## src/rtl/cpu_pkg.sv

```systemverilog
// Shared CPU encodings: control bundle layout, ALUOp codes, major opcodes.
// Used by the decoder/control unit and by the pipeline registers that carry the bundle.
package cpu_pkg;

    localparam int CTRL_W = 10;

    // Bit positions inside the 10-bit control bundle, MSB first.
    localparam int CTRL_ALU_OP_HI  = 9;
    localparam int CTRL_ALU_OP_LO  = 8;
    localparam int CTRL_REG_DST    = 7;
    localparam int CTRL_BRANCH     = 6;
    localparam int CTRL_MEM_READ   = 5;
    localparam int CTRL_MEM_2_REG  = 4;
    localparam int CTRL_MEM_WRITE  = 3;
    localparam int CTRL_ALU_SRC    = 2;
    localparam int CTRL_REG_WRITE  = 1;
    localparam int CTRL_JUMP       = 0;

    typedef struct packed {
        logic [1:0] alu_op;
        logic       reg_dst;
        logic       branch;
        logic       mem_read;
        logic       mem_2_reg;
        logic       mem_write;
        logic       alu_src;
        logic       reg_write;
        logic       jump;
    } ctrl_t;

    // All-zero bundle doubles as the NOP: nothing writes, loads, stores or redirects.
    localparam logic [CTRL_W-1:0] CTRL_NOP = '0;

    localparam logic [1:0] ALUOP_ADD   = 2'b00;
    localparam logic [1:0] ALUOP_SUB   = 2'b01;
    localparam logic [1:0] ALUOP_RTYPE = 2'b10;
    localparam logic [1:0] ALUOP_JUMP  = 2'b11;

    localparam logic [6:0] OPC_RTYPE  = 7'b0110011;
    localparam logic [6:0] OPC_ITYPE  = 7'b0010011;
    localparam logic [6:0] OPC_LOAD   = 7'b0000011;
    localparam logic [6:0] OPC_STORE  = 7'b0100011;
    localparam logic [6:0] OPC_BRANCH = 7'b1100011;
    localparam logic [6:0] OPC_JAL    = 7'b1101111;
    localparam logic [6:0] OPC_JALR   = 7'b1100111;
    localparam logic [6:0] OPC_LUI    = 7'b0110111;

    function automatic logic ctrl_is_load(input logic [CTRL_W-1:0] ctrl);
        return ctrl[CTRL_MEM_READ];
    endfunction

endpackage

```

## src/rtl/hazard_detect.sv

```systemverilog
// Load-use hazard detector: combinational, zero latency.
// Asserts stall when the load in EX writes a register the ID instruction reads; flush wins.
module hazard_detect (
    input  logic       id_valid,
    input  logic [4:0] id_rs1,
    input  logic [4:0] id_rs2,
    input  logic       ex_valid,
    input  logic       ex_mem_read,
    input  logic [4:0] ex_rd,
    input  logic       flush,
    output logic       stall
);

    logic rd_match;

    // x0 is hardwired zero, so a load targeting it never creates a dependency.
    assign rd_match = (ex_rd != 5'd0) && ((ex_rd == id_rs1) || (ex_rd == id_rs2));
    assign stall    = id_valid & ex_valid & ex_mem_read & rd_match & ~flush;

endmodule

```

## src/rtl/id_ex_stage.sv

```systemverilog
// ID/EX pipeline register with load-use bubble insertion and saturating stall counter.
// 1-cycle latency ID->EX; stall holds upstream one cycle while EX takes a NOP bubble.
module id_ex_stage
    import cpu_pkg::*;
#(
    parameter int DATA_W = 64
) (
    input  logic              clk,
    input  logic              arst_n,
    input  logic [9:0]        id_ctrl,
    input  logic              id_valid,
    input  logic [DATA_W-1:0] id_pc,
    input  logic [DATA_W-1:0] id_rdata1,
    input  logic [DATA_W-1:0] id_rdata2,
    input  logic [DATA_W-1:0] id_imm,
    input  logic [4:0]        id_rs1,
    input  logic [4:0]        id_rs2,
    input  logic [4:0]        id_rd,
    input  logic [3:0]        id_func,
    input  logic              flush,
    output logic [9:0]        ex_ctrl,
    output logic              ex_valid,
    output logic [DATA_W-1:0] ex_pc,
    output logic [DATA_W-1:0] ex_rdata1,
    output logic [DATA_W-1:0] ex_rdata2,
    output logic [DATA_W-1:0] ex_imm,
    output logic [4:0]        ex_rs1,
    output logic [4:0]        ex_rs2,
    output logic [4:0]        ex_rd,
    output logic [3:0]        ex_func,
    output logic              stall,
    output logic [31:0]       stall_count
);

    logic [9:0]        ctrl_q, ctrl_d;
    logic              valid_q, valid_d;
    logic [DATA_W-1:0] pc_q, rdata1_q, rdata2_q, imm_q;
    logic [4:0]        rs1_q, rs2_q, rd_q;
    logic [3:0]        func_q;
    logic [31:0]       stall_count_q, stall_count_d;
    logic              bubble;

    hazard_detect u_hazard_detect (
        .id_valid    (id_valid),
        .id_rs1      (id_rs1),
        .id_rs2      (id_rs2),
        .ex_valid    (valid_q),
        .ex_mem_read (ctrl_q[CTRL_MEM_READ]),
        .ex_rd       (rd_q),
        .flush       (flush),
        .stall       (stall)
    );

    assign bubble = flush | stall;

    always_comb begin
        valid_d       = id_valid;
        ctrl_d        = id_valid ? id_ctrl : CTRL_NOP;
        stall_count_d = stall_count_q;
        if (bubble) begin
            valid_d = 1'b0;
            ctrl_d  = CTRL_NOP;
        end
        if (stall && (stall_count_q != 32'hFFFF_FFFF)) begin
            stall_count_d = stall_count_q + 32'd1;
        end
    end

    // Operand fields only load on a real capture; a bubble leaves them holding.
    always_ff @(posedge clk or negedge arst_n) begin
        if (!arst_n) begin
            ctrl_q        <= '0;
            valid_q       <= 1'b0;
            pc_q          <= '0;
            rdata1_q      <= '0;
            rdata2_q      <= '0;
            imm_q         <= '0;
            rs1_q         <= '0;
            rs2_q         <= '0;
            rd_q          <= '0;
            func_q        <= '0;
            stall_count_q <= '0;
        end else begin
            ctrl_q        <= ctrl_d;
            valid_q       <= valid_d;
            stall_count_q <= stall_count_d;
            if (!bubble) begin
                pc_q     <= id_pc;
                rdata1_q <= id_rdata1;
                rdata2_q <= id_rdata2;
                imm_q    <= id_imm;
                rs1_q    <= id_rs1;
                rs2_q    <= id_rs2;
                rd_q     <= id_rd;
                func_q   <= id_func;
            end
        end
    end

    assign ex_ctrl     = ctrl_q;
    assign ex_valid    = valid_q;
    assign ex_pc       = pc_q;
    assign ex_rdata1   = rdata1_q;
    assign ex_rdata2   = rdata2_q;
    assign ex_imm      = imm_q;
    assign ex_rs1      = rs1_q;
    assign ex_rs2      = rs2_q;
    assign ex_rd       = rd_q;
    assign ex_func     = func_q;
    assign stall_count = stall_count_q;

endmodule

```

## config.mk

```make
export PLATFORM = sky130hd
export DESIGN_NAME = id_ex_stage
export DESIGN_NICKNAME = d
export VERILOG_FILES = /design/src/rtl/cpu_pkg.sv /design/src/rtl/hazard_detect.sv /design/src/rtl/id_ex_stage.sv
export SDC_FILE = /design/constraint.sdc
export NUM_CORES = 1
export LEC_CHECK = 0
export ABC_AREA = 1
export CORE_AREA = 2 2 234 236
export CTS_BUF_LIST = sky130_fd_sc_hd__clkbuf_16
export CTS_CLUSTER_DIAMETER = 100
export CTS_CLUSTER_SIZE = 16
export DETAILED_ROUTE_END_ITERATION = 8
export DIE_AREA = 0 0 236 238
export DONT_BUFFER_PORTS = 1
export GPL_ROUTABILITY_DRIVEN = 0
export HOLD_SLACK_MARGIN = 0.12
export PLACE_DENSITY = 0.38
export RECOVER_POWER = 25
export SETUP_SLACK_MARGIN = 0.2
export SKIP_LAST_GASP = 1
export SYNTH_ARGS = -nofsm -noshare
export SYNTH_HDL_FRONTEND = slang
export SYNTH_SLANG_ARGS = --single-unit
```

## constraint.sdc

```tcl
create_clock -name clk -period 4.82 [get_ports clk]
set_clock_uncertainty 0.1 [all_clocks]
set_input_delay 1.446 -clock clk [delete_from_list [all_inputs] [get_ports clk]]
set_output_delay 1.446 -clock clk [all_outputs]
set_load 0.02 [all_outputs]
```

==> reports/results.ini <==
[routing]
wl_per_cell_um=21.1
totalWireLength_mm=47.4
route.detailed.drc=0
route.vias.total=10400
initialDrtViolationCount=639
antenna_left=0
drt-pass1-iter-count=5
detail_route.vias_per_cell=4.63

[layout]
final_net_count=1829
fillCellCount=5733
leading_cell_type_in_the_layout_fill_and_taps_excluded=nand2_1
area_growth_from_synthesis_to_final_layout_pct=8.71
mostFrequentLayoutCells=nand2_1, dfrtp_1, nand3_1
total_area_of_multi_input_combinational_cells_sq_mm=0.00488
final_layout_size_suffix_gt1_frac=0.0272
seq_area_sq_mm=0.00796

[power]
power_per_cell_area_mw_per_mm2=387
fin_total_pwr_uw=5700
standby_leakage_power_uw=0.00753
power.ir.vdd_worst_uv=254

[yosys]
synth_top_family_by_area=simple AND/OR/NAND/NOR gates
yosys.area.top_type_share=0.588
synth_xor_xnor_area_share=0.0136
netlist_top_cells_area=dfrtp_1, nand2_1, nand3_1
synth-simple-area-share=0.341
synth_top_area_cell=dfrtp_1
post_synth_mux_area_share=0
netlist_instances=1603
synthesis.area_sq_mm=0.0135
synth-compound-area-share=0.00315
yosys.cell_types.count=22
mappedNetlistNets=1893
synthesis.yosys.warnings=0
average_cell_area_after_synthesis_sq_um=8.44
synth-adder-area-share=0.000925
synth.ff_latch_count=318
synth_sequential_area_ratio=0.588

[clock_network]
clock-root-buffer=clkbuf_16
post_cts_hold_buffer_count=0
cts-resized-gates=0
clock_insertion_delay_worst_skew_ns=0.57
clock_slew_at_reported_path_ffs_ns=0.07
cts_setup_buffers=0
cts_buffer_depth=3
cts.sink_count=318
total_cts_buffers=24
ctsHtreeMaxLevel=1
tritoncts=built

[job]
cap_viol_max_count=0

[floorplan]
floorplan.initialDensity=0.253
die_height_um=238
core.rowCount=85
die_w_um=236
ios=608
floorplan.core_area_sq_mm=0.0535
die_area_sq_mm=0.0562

[timing]
highest_clock_rate_ghz=0.259
hold_violation_count_in_the_final_report=0
finalSetupViolations=0
fin_setup_tns_ns=0
period_needed_ns=3.87
unrepaired_setup_endpoints_after_global_routing=false
final.period_utilization=0.803
maxSlewHeadroom=0.334
timing_worst_slew_pin_value_ns=0.999
slew_violations=0

[hold_path]
min-delay-path-class=primary input to async pin

[global_routing]
overflow=0
vias_in_the_first_global_route=10500
number_of_antenna_violations_at_the_first_check_in_global_routing=3
grt_start_max_net_pins=319
gr-usage-all-layers=0.162
global_route_wire_length_before_repair_mm=70.4

[critical_path]
path_max_fanout=3
reg2reg_setup_slack_ns=1.95
worst_ep_arrival_time_ns=2.32
critPathKind=primary input to primary output
worst_setup_path_end_kind=primary output
required_ns=3.27
start_kind=primary input

[place]
detailedPlacementHpwl_mm=33.1
placement.io_buffers=0

[outcome]
run_status=complete, no violations

[synth_stat cells]
cell,number
buf_1,10
buf_2,35
buf_4,19
buf_6,11
clkbuf_1,24
dfrtp_1,318
ha_1,1
inv_1,39
inv_2,1
nand2_1,753
nand2_2,2
nand3_1,283
nand3b_1,8
nand4_1,5
nor2_1,53
nor2_2,1
nor3_1,10
nor3b_1,1
o21ai_0,7
o21bai_1,1
xnor2_1,5
xor2_1,16
[state kept, by name, summed over array words and instances (netlist names)]
name         flops
ex_func          4
ex_rs1           5
ex_imm          64
ex_rs2           5
ex_rd            5
ex_valid         1
ex_rdata2       64
ex_pc           64
ex_ctrl         10
ex_rdata1       64
stall_count     32
[worst paths after layout]
check / from / endpoint / depth (start not counted)
setup / recovery: id_rs2[3] / stall / 8
hold / removal: arst_n / ex_imm[26]$_DFFE_PN0N_ / 0
setup reg to reg: ex_rd[3]$_DFFE_PN0N_ / ex_rdata1[4]$_DFFE_PN0N_ / 11
hold reg to reg: ex_rdata1[60]$_DFFE_PN0N_ / ex_rdata1[60]$_DFFE_PN0N_ / 2
max in group asynchronous: arst_n / ex_rdata1[13]$_DFFE_PN0N_ / 0
min in group clk: ex_rdata1[60]$_DFFE_PN0N_ / ex_rdata1[60]$_DFFE_PN0N_ / 2
[critical path, stage by stage]
cell	delay, ns
inv_1	0.03
nand2_1	0.05
nand2_1	0.06
nor2_1	0.11
nand3_1	0.08
nand2_1	0.20
nand3_1	0.15
inv_1	0.20
[cells by family (layout without fill, tap and decap cells)]
group / count (synthesis) / after routing
DFF: 318 / 318
other: 0 / 1
AOI/OAI and AO/OA: 8 / 8
xor gates and xnor gates: 21 / 21
adders and majority gates: 1 / 1
buffers and inverters: 139 / 80
and+or+nand+nor: 1116 / 1116
[power by group]
| part | switching [uW] | internal (uW) | total (uW) |
|---|---|---|---|
| registers | 480 | 2870 | 3350 |
| logic | 210 | 125 | 335 |
| clock network | 1010 | 1000 | 2010 |
| total | 1700 | 4000 | 5700 |
[stage by stage]
step	worst slack (ns)	hold WS [ns]	instance area [sq um]	std cells	utilization
2_1_floorplan	1.19	0.477	13500	1603	-
3_3_place_gp	0.957	0.503	14000	2209	0.262
3_5_place_dp	0.958	0.504	14000	2209	0.262
4_1_cts	0.953	0.419	14700	2240	0.275
5_1_grt	0.856	0.434	14700	2241	0.275
6_report	0.952	0.479	14700	2241	0.275
[final cells by class]
cell class / instances / area share
Antenna cell: 1 / 0.000170
Clock buffer: 24 / 0.0408
Clock inverter: 7 / 0.00655
Inverter: 40 / 0.0107
Multi-Input combinational cell: 1146 / 0.332
Sequential cell: 318 / 0.541
Tap cell: 696 / 0.0592
Timing Repair Buffer: 9 / 0.00970
[layer usage]
layer / global-route usage / routed length, um
met1: 0.187 / 17600
met2: 0.277 / 23600
met3: 0.0635 / 4660
met4: 0.0481 / 1470
met5: 0 / 24
Power figures use the tool's default switching activity.
